**src/rtl/ctrl_pipe_pkg.sv**
```systemverilog
// Shared types and constants for the control-signal pipeline and the decoder
// that builds the control bundle it carries.
package ctrl_pipe_pkg;

  localparam int CTRL_W_DEF = 24;

  // Field offsets inside the opaque control bundle, kept in sync with the decoder
  localparam int CTRL_REGWRITE     = 0;
  localparam int CTRL_MEMWRITE     = 1;
  localparam int CTRL_RESSRC_LSB   = 2;
  localparam int CTRL_RESSRC_W     = 2;
  localparam int CTRL_ALUCTL_LSB   = 4;
  localparam int CTRL_ALUCTL_W     = 4;
  localparam int CTRL_BYTESRC_LSB  = 8;
  localparam int CTRL_BYTESRC_W    = 2;

  // Per-stage metadata stored above the bundle: {pred, jump, branch, valid}
  localparam int META_VALID  = 0;
  localparam int META_BRANCH = 1;
  localparam int META_JUMP   = 2;
  localparam int META_PRED   = 3;
  localparam int META_W      = 4;

  typedef enum logic [2:0] {
    SEQ          = 3'd0,
    PRED_TGT     = 3'd1,
    RESOLVED_TGT = 3'd2,
    RECOVER_SEQ  = 3'd3
  } pc_src_e;

endpackage

```
**src/rtl/ctrl_pipe_stage.sv**
```systemverilog
// One pipeline register stage: kill beats hold, hold beats load.
module ctrl_pipe_stage
  import ctrl_pipe_pkg::*;
#(
  parameter int W = CTRL_W_DEF + META_W
) (
  input  logic         clk,
  input  logic         reset,
  input  logic         hold_i,
  input  logic         kill_i,
  input  logic [W-1:0] data_i,
  output logic [W-1:0] data_o
);

  logic [W-1:0] data_q;
  logic [W-1:0] data_d;

  always_comb begin
    data_d = data_i;
    if (kill_i) begin
      data_d = '0;
    end else if (hold_i) begin
      data_d = data_q;
    end
  end

  always_ff @(posedge clk) begin
    if (reset) begin
      data_q <= '0;
    end else begin
      data_q <= data_d;
    end
  end

  assign data_o = data_q;

endmodule

```
**src/rtl/ctrl_pipe.sv**
```systemverilog
// Control-signal pipeline from Decode through DEPTH stages with stall, flush,
// branch resolution at RES_STG, PC-source selection and branch counters.
module ctrl_pipe
  import ctrl_pipe_pkg::*;
#(
  parameter int CTRL_W  = CTRL_W_DEF,
  parameter int DEPTH   = 4,
  parameter int RES_STG = 1,
  parameter int CNT_W   = 16
) (
  input  logic                    clk,
  input  logic                    reset,
  input  logic [CTRL_W-1:0]       ctrl_d,
  input  logic                    valid_d,
  input  logic                    branch_d,
  input  logic                    jump_d,
  input  logic                    pred_taken_d,
  input  logic [DEPTH-1:0]        stall,
  input  logic [DEPTH-1:0]        flush,
  input  logic                    cond_r,
  output logic [DEPTH*CTRL_W-1:0] ctrl_o,
  output logic [DEPTH-1:0]        valid_o,
  output logic                    hold_d_o,
  output logic                    flush_fe_o,
  output logic [2:0]              pc_src_o,
  output logic [CNT_W-1:0]        branches_o,
  output logic [CNT_W-1:0]        mispred_o
);

  localparam int PW       = CTRL_W + META_W;
  localparam int VALID_B  = CTRL_W + META_VALID;
  localparam int BRANCH_B = CTRL_W + META_BRANCH;
  localparam int JUMP_B   = CTRL_W + META_JUMP;
  localparam int PRED_B   = CTRL_W + META_PRED;

  logic [DEPTH-1:0] holdVec;
  logic [DEPTH-1:0] killVec;
  logic [PW-1:0]    stageIn  [DEPTH];
  logic [PW-1:0]    stageOut [DEPTH];

  logic    resValid;
  logic    resBranch;
  logic    resJump;
  logic    resPred;
  logic    redirect;
  logic    actualTaken;
  pc_src_e pcSrc;

  logic [CNT_W-1:0] branchCnt_q, branchCnt_d;
  logic [CNT_W-1:0] mispredCnt_q, mispredCnt_d;

  // A stall anywhere downstream freezes every older stage as well
  always_comb begin
    holdVec = '0;
    holdVec[DEPTH-1] = stall[DEPTH-1];
    for (int k = DEPTH - 2; k >= 0; k--) begin
      holdVec[k] = stall[k] | holdVec[k+1];
    end
  end

  always_comb begin
    killVec = '0;
    for (int k = 0; k < DEPTH; k++) begin
      killVec[k] = flush[k] | (redirect & (k <= RES_STG));
    end
  end

  assign stageIn[0] = {pred_taken_d, jump_d, branch_d, valid_d, ctrl_d};

  for (genvar k = 0; k < DEPTH; k++) begin : g_stage
    if (k > 0) begin : g_link
      // The stage just past the held boundary receives a bubble
      assign stageIn[k] = holdVec[k-1] ? '0 : stageOut[k-1];
    end

    ctrl_pipe_stage #(
      .W(PW)
    ) u_stage (
      .clk    (clk),
      .reset  (reset),
      .hold_i (holdVec[k]),
      .kill_i (killVec[k]),
      .data_i (stageIn[k]),
      .data_o (stageOut[k])
    );

    assign ctrl_o[k*CTRL_W +: CTRL_W] = stageOut[k][CTRL_W-1:0];
    assign valid_o[k]                 = stageOut[k][VALID_B];
  end

  // A held instruction at the resolve stage waits until the cycle it advances
  assign resValid  = stageOut[RES_STG][VALID_B] & ~holdVec[RES_STG];
  assign resBranch = stageOut[RES_STG][BRANCH_B];
  assign resJump   = stageOut[RES_STG][JUMP_B];
  assign resPred   = stageOut[RES_STG][PRED_B];

  always_comb begin
    redirect    = 1'b0;
    actualTaken = resJump | cond_r;
    if (resValid) begin
      if (resJump) begin
        redirect = ~resPred;
      end else if (resBranch) begin
        redirect = (cond_r != resPred);
      end
    end
  end

  always_comb begin
    pcSrc = SEQ;
    if (redirect) begin
      pcSrc = actualTaken ? RESOLVED_TGT : RECOVER_SEQ;
    end else if (valid_d && pred_taken_d && !holdVec[0]) begin
      pcSrc = PRED_TGT;
    end
  end

  always_comb begin
    branchCnt_d  = branchCnt_q;
    mispredCnt_d = mispredCnt_q;
    if (resValid && resBranch && !resJump) begin
      branchCnt_d = branchCnt_q + CNT_W'(1);
      if (cond_r != resPred) begin
        mispredCnt_d = mispredCnt_q + CNT_W'(1);
      end
    end
  end

  always_ff @(posedge clk) begin
    if (reset) begin
      branchCnt_q  <= '0;
      mispredCnt_q <= '0;
    end else begin
      branchCnt_q  <= branchCnt_d;
      mispredCnt_q <= mispredCnt_d;
    end
  end

  assign hold_d_o   = holdVec[0];
  assign flush_fe_o = redirect;
  assign pc_src_o   = pcSrc;
  assign branches_o = branchCnt_q;
  assign mispred_o  = mispredCnt_q;

  // Branch metadata of the last stage has no consumer
  logic unusedLastMeta;
  assign unusedLastMeta = ^stageOut[DEPTH-1][PRED_B:BRANCH_B];

endmodule

```
**config.mk**
```make
export PLATFORM = sky130hd
export DESIGN_NAME = ctrl_pipe
export DESIGN_NICKNAME = d
export VERILOG_FILES = /design/src/rtl/ctrl_pipe_pkg.sv /design/src/rtl/ctrl_pipe_stage.sv /design/src/rtl/ctrl_pipe.sv
export SDC_FILE = /design/constraint.sdc
export NUM_CORES = 1
export LEC_CHECK = 0
export CAP_MARGIN = 10
export CORE_MARGIN = 5
export CORE_UTILIZATION = 50
export DETAILED_ROUTE_END_ITERATION = 7
export DONT_BUFFER_PORTS = 1
export GPL_TIMING_DRIVEN = 1
export PLACE_DENSITY = 0.68
export SYNTH_ARGS = -nofsm -noshare
export SYNTH_HDL_FRONTEND = slang
export SYNTH_HIERARCHICAL = 1
export SYNTH_SLANG_ARGS = --single-unit
```
**constraint.sdc**
```tcl
create_clock -name clk -period 2.55 [get_ports clk]
set_input_delay 0.51 -clock clk [delete_from_list [all_inputs] [get_ports clk]]
set_output_delay 0.51 -clock clk [all_outputs]
set_load 0.01 [all_outputs]
```
# Word-level counts from Yosys, hierarchy flattened
# Cells that the tools add are included.
# Widths: inputs -> output; s select.
[totals]
inputBits = 39
elab_cells = 38
register_bits = 138
output_inout_bits = 137
[op_classes]
reduce_logical = 11
muxes = 9
n_eq_ne = 1
n_addsub = 2
n_bitwise = 9
[op_table]
columns = ["op", "count"]
rows = [
  ["$mux 25", 2],
  ["$add 16x1->16 const B", 2],
  ["$mux 28", 1],
  ["$reduce_or 2->1", 4],
  ["$or 1x1->1", 6],
  ["$mux 1", 5],
  ["$logic_and 1x1->1", 4],
  ["$logic_not 1->1", 2],
  ["$mux 2", 1],
  ["$not 1->1", 2],
  ["$reduce_and 2->1", 1],
  ["$and 1x1->1", 1],
  ["$ne 1x1->1", 1],
]

# Depth between registers and ports, before layout
# Gate-level depths: netlist of the first run.
[depth]
depth_word = 7
ltp_mapped = 11
ltp_nobuf = 8

# Cells and area by module
# The synthesis of the first run kept the hierarchy.
[modules_own_cells]
columns = ["mod", "n_inst", "seq_area_each_um2", "cells_per_inst", "area_each_um2"]
rows = [
  ["ctrl_pipe_stage", 4, 560.5, 91, 1027.2],
  ["ctrl_pipe", 1, 640.6, 291, 2215.9],
]

# Worst setup path after synthesis of the first run
# No wires, ideal clock.
[synth_path]
path_kind = "input -> output"
from = "in stall[3]"
to = "out pc_src_o[0]"
path_slack_ns = 0.302
stages = 8
t_arrival_ns = 1.738
required_ns = 2.040
path_buffers = 1
path_cell_list = "nor2_1 -> inv_1 -> nor2_1 -> inv_1 -> nor2_1 -> clkbuf_1 -> nand3_1 -> o22ai_1"
[synth_via]
elab_chain_cells = 7
word_cells_on_any_way = 10
cone_classes = "mux (3); bitwise (5); reduce/logical (2)"
[synth_rtl]
columns = ["item", "line", "source"]
rows = [
  ["start, declared", "ctrl_pipe.sv:18", "input logic [DEPTH-1:0] stall,"],
  ["$or 1x1->1 (*)", "ctrl_pipe.sv:57", "holdVec[k] = stall[k] | holdVec[k+1];"],
  ["named net holdVec[2]", "ctrl_pipe.sv:36", "logic [DEPTH-1:0] holdVec;"],
  ["$or 1x1->1 (*)", "ctrl_pipe.sv:57", ""],
  ["named net holdVec[1]", "ctrl_pipe.sv:36", ""],
  ["$or 1x1->1", "ctrl_pipe.sv:57", ""],
  ["$logic_not 1->1", "ctrl_pipe.sv:113", "end else if (valid_d && pred_taken_d && !holdVec[0]) begin"],
  ["$logic_and 1x1->1", "ctrl_pipe.sv:113", ""],
  ["$mux 1", "ctrl_pipe.sv:113", ""],
  ["$mux 2 (*)", "ctrl_pipe.sv:111", "if (redirect) begin"],
  ["end, declared", "ctrl_pipe.sv:25", "output logic [2:0] pc_src_o,"],
]
# The timed path passes the listed nets; every way through them passes the cells marked *.

# Worst setup path in the final report of the first run
[layout_path]
from = "reg g_stage[1].u_stage.data_q[24]"
to = "out pc_src_o[0]"
[layout_via]
elab_chain_cells = 3
[layout_rtl]
columns = ["item", "line", "source"]
rows = [
  ["start, declared", "ctrl_pipe_stage.sv:15", "logic [W-1:0] data_q;"],
  ["start signal, assigned", "ctrl_pipe_stage.sv:31", "data_q <= data_d;"],
  ["$and 1x1->1", "ctrl_pipe.sv:92", "assign resValid = stageOut[RES_STG][VALID_B] & ~holdVec[RES_STG];"],
  ["$mux 1", "ctrl_pipe.sv:100", "if (resValid) begin"],
  ["$mux 2", "ctrl_pipe.sv:111", ""],
]
# No other way between the ends.

==> results.py, run 1 <==
metrics = {
    "status": {
        "status": "finished, final reports clean",
    },
    "placed_design": {
        "hpwl_mm": 10.4,
        "place_area_um2": 6010,
        "routabilityCongestion": 0.832,
        "port_buffers": 0,
    },
    "hold_path": {
        "hold_end": "mispred_o[8]$_SDFFE_PP0P_",
        "worstHoldStart": "reset",
        "min_path_cells": 1,
        "hp-class": "in -> reg",
    },
    "finish": {
        "multiInputGateArea_um2": 2910,
        "final_common_cell": "dfxtp_1",
        "drive_gt1_frac": 0.0975,
        "fillerInstances": 1037,
        "seqCellArea_um2": 2760,
        "syn2layout_area_growth_pct": 9.40,
        "final_cell_mix": "dfxtp_1 (137), nor2_1 (124), mux2i_1 (107)",
        "stdcell_area_um2": 6660,
        "fin_nets": 665,
    },
    "clock_tree": {
        "cts.clk_slew.worst_paths_ns": 0.06,
        "cts.root.buffer_cell": "clkbuf_16",
        "numCtsBuffers": 17,
        "clk_path_buf_depth": 2,
        "clk_latency_ns": 0.41,
        "htreeDepth": 4,
        "postCtsHoldBufs": 0,
        "clock_sinks": 138,
        "cts_setup_buffers": 0,
        "cts_tree": "done",
    },
    "sta": {
        "tightest_slew_ns": 0.946,
        "hold_violations": 0,
        "fin_skew_ns": 0.00833,
        "maxSlewViolCount": 0,
        "timing.fmax_ghz": 0.413,
        "relSlewSlack": 0.369,
        "min_period_ns": 2.42,
        "hold_slack_ns": 0.161,
        "post-route-period-util": 0.950,
        "rsz0062_at_grt": "no",
        "tns_ns": 0,
        "setup_viol": 0,
    },
    "global_routing": {
        "met1_usage": 0.225,
        "grt_use_met3": 0.100,
        "grt_pass1_wl_mm": 22.4,
        "track_usage": 0.196,
        "busiest_layer": "met2",
        "grt_pass1_vias": 4218,
        "antenna_found_initial": 2,
        "grt_use_met2": 0.309,
        "overflow": 0,
        "grt_max_degree": 39,
    },
    "power_and_ir_drop": {
        "pwr_density_cell_nw_per_um2": 734,
        "vdd_drop_max_uv": 500,
        "leakagePower_nw": 2.91,
        "totalPowerFinal_w": 0.00489,
    },
    "synth": {
        "synth_area_um2": 6080,
        "synthCells": 631,
        "avgSynthCellArea_um2": 9.64,
        "synth_warnings": 6,
        "syn_nets": 672,
    },
    "run": {
        "maxCapViolations": 0,
    },
    "die": {
        "dieArea_um2": 14500,
        "rows": 40,
        "die_x_um": 120,
        "die_h_um": 120,
        "initial_utilization": 0.509,
        "ios": 176,
        "core_um2": 12000,
    },
    "worst_setup_path": {
        "rrSetupSlack_ns": 0.48,
        "worstPathRequired_ns": 2.04,
        "reg2reg_depth": 5,
        "crit_path_end_kind": "primary output",
        "worst_ep_arrival_time_ns": 1.91,
        "crit_type": "reg -> out",
        "crit_path_max_fanout": 12,
        "start_kind": "flop",
        "r2r-start": "g_stage[1].u_stage/data_o[24]$_SDFFE_PP0N_",
        "r2r_end": "mispred_o[10]$_SDFFE_PP0P_",
    },
    "drt": {
        "drt-wirelength-per-cell_um": 18.3,
        "dr_total_vias": 4312,
        "postRouteAntennaNets": 0,
        "drt-initial-drc-count": 224,
        "drc": 0,
        "drt_pass1_iterations": 5,
        "avgViaCountPerCell": 5.50,
        "wl_mm": 14.4,
    },
}
state kept, by name, summed over array words and instances, names as in the netlist:
| name | count |
|---|---|
| g_stage.u_stage/data_o | 106 |
| branches_o | 16 |
| mispred_o | 16 |
routing by layer:
| metal | vias up | wire (um) |
|---|---|---|
| li1 | 2113 | - |
| met1 | 2015 | 5890 |
| met2 | 155 | 6600 |
| met3 | 27 | 1520 |
| met4 | 2 | 348 |
| met5 | - | 7 |
worst max path at each step:
stage | start | slack, ns | cells after the start | endpoint
2_1_floorplan | stall[3] | 0.33 | 8 | pc_src_o[0]
3_3_place_gp | stall[3] | 0.34 | 4 | pc_src_o[0]
3_5_place_dp | stall[3] | 0.32 | 4 | pc_src_o[0]
4_1_cts | g_stage[1].u_stage/data_o[24]$_SDFFE_PP0N_ | 0.02 | 5 | pc_src_o[1]
5_1_grt | g_stage[1].u_stage/data_o[24]$_SDFFE_PP0N_ | 0.03 | 4 | pc_src_o[0]
6_report | g_stage[1].u_stage/data_o[24]$_SDFFE_PP0N_ | 0.13 | 4 | pc_src_o[0]
what timing repair did:
action	in CTS	in global routing
pin swaps	0	0
setup endpoints to repair	1	3
gates resized for setup	1	3
stage by stage:
step | cells | setup WS, ns | util
after floorplan | 631 | 0.325 | -
after global placement | 752 | 0.342 | 0.502
after detailed placement | 752 | 0.318 | 0.502
after CTS | 783 | 0.0203 | 0.556
after global routing | 783 | 0.0281 | 0.556
final | 784 | 0.127 | 0.556
critical path, stage by stage, from the launching register on:
cell	delay [ns]
dfxtp_2	0.39
or4b_4	0.54
clkinv_4	0.14
nand3_2	0.17
o22ai_2	0.26
layout make-up:
type                    count  area share
well taps                 147      0.0276
multi-input cells         443       0.437
flip-flops and latches    138       0.415
inverters                  10     0.00639
repair buffers             14      0.0177
clock inverters            11      0.0254
diodes                      1    0.000376
clock buffers              20      0.0701
report_power, final:
group,internal [W],switching [W]
Clock,0.00171,0.000899
Combinational,0.0000445,0.0000741
Sequential,0.00216,0.00000494
Power figures use the tool's default switching activity.
==> run 2: changes to the inputs <==
--- a/config.mk
+++ b/config.mk
@@ -12,6 +12,7 @@
 export DONT_BUFFER_PORTS = 1
 export GPL_TIMING_DRIVEN = 1
 export PLACE_DENSITY = 0.68
+export SETUP_SLACK_MARGIN = 0.3
 export SYNTH_ARGS = -nofsm -noshare
 export SYNTH_HDL_FRONTEND = slang
 export SYNTH_HIERARCHICAL = 1
==> constraint.sdc (replaced) <==
create_clock -name clk -period 2.8 [get_ports clk]
set_input_delay 0.56 -clock clk [delete_from_list [all_inputs] [get_ports clk]]
set_output_delay 0.56 -clock clk [all_outputs]
set_load 0.01 [all_outputs]
==> results.py, run 2 (synthesis gave the netlist of run 1 again) <==
metrics = {
    "status": {
        "status": "finished, final reports clean",
    },
    "sta": {
        "post-route-period-util": 0.847,
        "rsz0062_at_grt": "no",
        "min_period_ns": 2.37,
        "hold_violations": 0,
        "setup_viol": 0,
        "timing.fmax_ghz": 0.422,
        "maxSlewViolCount": 0,
        "tns_ns": 0,
        "tightest_slew_ns": 0.967,
        "fin_skew_ns": 0.0110,
        "relSlewSlack": 0.355,
    },
    "worst_setup_path": {
        "worstPathRequired_ns": 2.24,
        "crit_type": "reg -> out",
        "crit_path_end_kind": "primary output",
        "worst_ep_arrival_time_ns": 1.81,
        "crit_path_max_fanout": 12,
        "start_kind": "flop",
    },
    "finish": {
        "fin_nets": 663,
        "largest_register_ffs": 106,
        "final_common_cell": "dfxtp_1",
        "drive_gt1_frac": 0.0992,
        "stdcell_area_um2": 6590,
        "syn2layout_area_growth_pct": 8.35,
        "final_cell_mix": "dfxtp_1 (137), nor2_1 (124), mux2i_1 (107)",
    },
    "die": {
        "die_x_um": 120,
        "dieArea_um2": 14500,
        "rows": 40,
        "initial_utilization": 0.509,
        "die_h_um": 120,
        "ios": 176,
        "core_um2": 12000,
    },
    "global_routing": {
        "overflow": 0,
        "antenna_found_initial": 2,
        "grt_pass1_vias": 4221,
        "grt_max_degree": 39,
        "grt_pass1_wl_mm": 22.7,
        "track_usage": 0.197,
    },
    "drt": {
        "wl_mm": 14.3,
        "avgViaCountPerCell": 5.46,
        "drt-wirelength-per-cell_um": 18.2,
        "dr_total_vias": 4282,
        "drt_pass1_iterations": 4,
        "drc": 0,
        "drt-initial-drc-count": 239,
        "postRouteAntennaNets": 0,
    },
    "power_and_ir_drop": {
        "leakagePower_nw": 2.86,
        "vdd_drop_max_uv": 387,
        "pwr_density_cell_nw_per_um2": 638,
    },
    "clock_tree": {
        "cts.root.buffer_cell": "clkbuf_16",
        "numCtsBuffers": 17,
        "clock_sinks": 138,
        "clk_path_buf_depth": 2,
        "clk_latency_ns": 0.41,
        "htreeDepth": 4,
        "cts.clk_slew.worst_paths_ns": 0.06,
        "cts_tree": "done",
    },
    "placed_design": {
        "routabilityCongestion": 0.812,
        "hpwl_mm": 10.4,
        "place_area_um2": 5970,
        "port_buffers": 0,
    },
    "run": {
        "maxCapViolations": 0,
    },
    "hold_path": {
        "hp-class": "in -> reg",
    },
}
run 2: cell types whose count changed in the layout (fill, tap and decap cells not counted), sizes merged:
cell	before	now
bufinv	4	1
inv	8	9
clkinvlp	4	6
clkbuf	20	21
diode	1	2
buf	14	12
run 2: metrics by stage:
stage	worst slack, ns	util	cells	hold WS (ns)	total power, W
global placement	0.484	0.499	749	0.468	0.00212
CTS	0.307	0.548	781	0.191	0.00425
detailed placement	0.456	0.499	749	0.479	0.00212
global route	0.345	0.551	783	0.192	0.00434
floorplan	0.475	-	631	0.455	0.00214
finish	0.428	0.551	784	0.210	0.00421
run 2: worst max-delay path: stages, from the launching register on:
cell	delay (ns)
dfxtp_2	0.38
or4b_4	0.53
inv_8	0.13
nand3_4	0.13
o22ai_4	0.22
run 2: power by group:
group	total, W	switching, W	internal, W
logic	0.000107	0.0000677	0.0000394
registers	0.00197	0.00000450	0.00197
clock network	0.00213	0.000823	0.00131
total	0.00421	0.000895	0.00331
run 2: path summary, 6_finish.rpt:
| check | startpoint | endpoint | slack [ns] | cells after the start |
|---|---|---|---|---|
| max reg2reg | g_stage[1].u_stage/data_o[24]$_SDFFE_PP0N_ | mispred_o[12]$_SDFFE_PP0P_ | 0.68 | 5 |
| min | reset | mispred_o[4]$_SDFFE_PP0P_ | 0.21 | 1 |
| min reg2reg | g_stage[0].u_stage/data_o[25]$_SDFFE_PP0N_ | g_stage[0].u_stage/data_o[25]$_SDFFE_PP0N_ | 0.49 | 2 |
| max | g_stage[1].u_stage/data_o[24]$_SDFFE_PP0N_ | pc_src_o[0] | 0.43 | 4 |
run 2: layer usage:
| layer | global-route usage | wire [um] | up-vias |
|---|---|---|---|
| li1 | - | - | 2110 |
| met1 | 0.231 | 5970 | 2013 |
| met2 | 0.317 | 6670 | 135 |
| met3 | 0.0884 | 1360 | 24 |
| met4 | 0.0744 | 301 | 0 |
| met5 | 0 | 0 | - |
run 2: layout make-up:
cell class / count / area, um^2
Timing Repair Buffer: 12 / 90.1
Sequential cell: 138 / 2760
Clock buffer: 21 / 480
Clock inverter: 11 / 95.1
Fill cell: 1065 / 5370
Antenna cell: 2 / 5.00
Multi-Input combinational cell: 443 / 2930
Inverter: 10 / 45.0
Tap cell: 147 / 184
run 2: timing repair:
item / 4_1_cts / 5_1_grt
setup endpoints to repair: 3 / 3
hold endpoints to repair: 0 / 0
resized for setup: 3 / 6
setup buffers: 0 / 1
gates cloned: 0 / 0
hold buffers: 0 / 0
==> run 3: changes to the inputs <==
==> constraint.sdc (replaced) <==
create_clock -name clk -period 2.4 [get_ports clk]
set_input_delay 0.48 -clock clk [delete_from_list [all_inputs] [get_ports clk]]
set_output_delay 0.48 -clock clk [all_outputs]
set_load 0.01 [all_outputs]
==> results.py, run 3 (synthesis gave the netlist of run 1 again) <==
metrics = {
    "worst_setup_path": {
        "reg2reg_depth": 7,
        "crit_path_max_fanout": 4,
        "crit_type": "reg -> out",
        "cpMaxStageDelayCell": "or4b_4",
        "start_kind": "flop",
        "cp_cell_sequence": "or4b_4 > clkinv_8 > o21ai_4 > inv_2 > buf_6",
        "crit_path_end": "flush_fe_o",
        "r2r_end": "branches_o[15]$_SDFFE_PP0P_",
        "crit_path_end_kind": "primary output",
        "rrSetupSlack_ns": 0.36,
        "cpPeakStageDelay_ns": 0.54,
        "r2r-start": "g_stage[1].u_stage/data_o[24]$_SDFFE_PP0N_",
        "worstPathRequired_ns": 1.92,
        "worst_ep_arrival_time_ns": 1.65,
        "critPathLaunch": "g_stage[1].u_stage/data_o[24]$_SDFFE_PP0N_",
    },
    "drt": {
        "avgViaCountPerCell": 5.48,
        "drt_pass1_iterations": 4,
        "drc": 0,
        "dr_total_vias": 4351,
        "drt-initial-drc-count": 224,
        "postRouteAntennaNets": 0,
        "wl_mm": 14.1,
        "drt-wirelength-per-cell_um": 17.7,
    },
    "clock_tree": {
        "postCtsHoldBufs": 0,
        "cts.clk_slew.worst_paths_ns": 0.06,
        "numCtsBuffers": 17,
        "htreeDepth": 4,
        "clk_path_buf_depth": 2,
        "clk_latency_ns": 0.42,
        "clock_sinks": 138,
        "cts_tree": "done",
        "cts.root.buffer_cell": "clkbuf_16",
    },
    "sta": {
        "hold_violations": 0,
        "setup_viol": 0,
        "min_period_ns": 2.13,
        "fin_skew_ns": 0.00585,
        "timing.fmax_ghz": 0.470,
        "rsz0062_at_grt": "yes",
        "fin_ws_ns": 0.271,
        "post-route-period-util": 0.887,
        "tightest_slew_ns": 0.868,
        "maxSlewViolCount": 0,
        "relSlewSlack": 0.422,
        "tns_ns": 0,
    },
    "hold_path": {
        "min_path_cells": 1,
        "hp-class": "in -> reg",
    },
    "placed_design": {
        "port_buffers": 0,
        "routabilityCongestion": 0.811,
        "hpwl_mm": 10.5,
        "place_ws_ns": 0.188,
        "place_inst": 755,
    },
    "finish": {
        "final_common_cell": "dfxtp_1",
        "largest_register_ffs": 106,
        "final_cell_mix": "dfxtp_1 (137), nor2_1 (124), mux2i_1 (107)",
        "syn2layout_area_growth_pct": 11.1,
        "final_util": 0.565,
        "drive_gt1_frac": 0.115,
        "instances_no_fill": 794,
        "fin_nets": 674,
    },
    "die": {
        "rows": 40,
        "dieArea_um2": 14500,
        "die_x_um": 120,
        "initial_utilization": 0.509,
        "ios": 176,
        "die_h_um": 120,
        "core_um2": 12000,
    },
    "global_routing": {
        "overflow": 0,
        "grt_pass1_wl_mm": 22.4,
        "track_usage": 0.195,
        "grt_max_degree": 39,
        "antenna_found_initial": 0,
        "grt_pass1_vias": 4257,
    },
    "run": {
        "maxCapViolations": 0,
    },
    "power_and_ir_drop": {
        "vdd_drop_max_uv": 380,
        "pwr_density_cell_nw_per_um2": 754,
        "leakagePower_nw": 2.96,
    },
    "status": {
        "status": "finished, final reports clean",
    },
}
run 3: changes by cell type in the layout (fill, tap and decap cells not counted), sizes merged:
cell / previous run / this run
bufinv: 1 / 3
buf: 12 / 23
diode: 2 / 1
clkbuf: 21 / 20
clkinv: 5 / 7
clkinvlp: 6 / 3
run 3: metal layers:
metal,wire [um],global-route usage,up-vias
li1,-,-,2124
met1,5730,0.220,2036
met2,6540,0.316,156
met3,1370,0.0847,35
met4,442,0.0928,0
met5,0,0,-
run 3: through the flow:
stage / power, W / hold slack [ns] / instance area [um^2]
floorplan: 0.00250 / 0.455 / 6090
global placement: 0.00247 / 0.466 / 6040
detailed placement: 0.00248 / 0.488 / 6040
CTS: 0.00515 / 0.126 / 6730
global route: 0.00527 / 0.120 / 6760
finish: 0.00509 / 0.150 / 6760
run 3: how the worst min path moves through the flow:
stage                                                     startpoint                                         end  slack [ns]
after floorplan           g_stage[0].u_stage/data_o[25]$_SDFFE_PP0N_  g_stage[0].u_stage/data_o[25]$_SDFFE_PP0N_        0.45
after global placement    g_stage[0].u_stage/data_o[26]$_SDFFE_PP0N_  g_stage[0].u_stage/data_o[26]$_SDFFE_PP0N_        0.47
after detailed placement  g_stage[0].u_stage/data_o[25]$_SDFFE_PP0N_  g_stage[0].u_stage/data_o[25]$_SDFFE_PP0N_        0.49
after CTS                                                      reset                  mispred_o[13]$_SDFFE_PP0P_        0.13
after global routing                                           reset                   mispred_o[5]$_SDFFE_PP0P_        0.12
final                                                          reset                   mispred_o[5]$_SDFFE_PP0P_        0.15
run 3: area by class of cell:
type / count / area [um^2]
clock buffer: 20 / 467
tap: 147 / 184
antenna: 1 / 2.50
sequential: 138 / 2760
timing repair buffer: 23 / 201
clock inverter: 12 / 146
inverter: 10 / 50.0
multi-input combinational: 443 / 2940
fill: 1042 / 5200
run 3: critical path, delay by kind of cell (launching register included):
kind                   cells  cell delay, ns
AO/OA/AOI/OAI              1            0.06
buffers and inverters      3            0.31
flip-flops                 1            0.32
AND/OR/NAND/NOR            1            0.54
run 3: timing repair:
action | CTS | global route
endpoints found under the setup margin | 3 | 3
resized for setup | 8 | 3
setup buffers | 5 | 1
pin swaps | 1 | 1
run 3: power breakdown:
group / leakage, nW / switching (W) / internal (W)
clock network: 0.298 / 0.000962 / 0.00171
registers: 1.11 / 0.00000540 / 0.00230
logic: 1.55 / 0.0000746 / 0.0000507
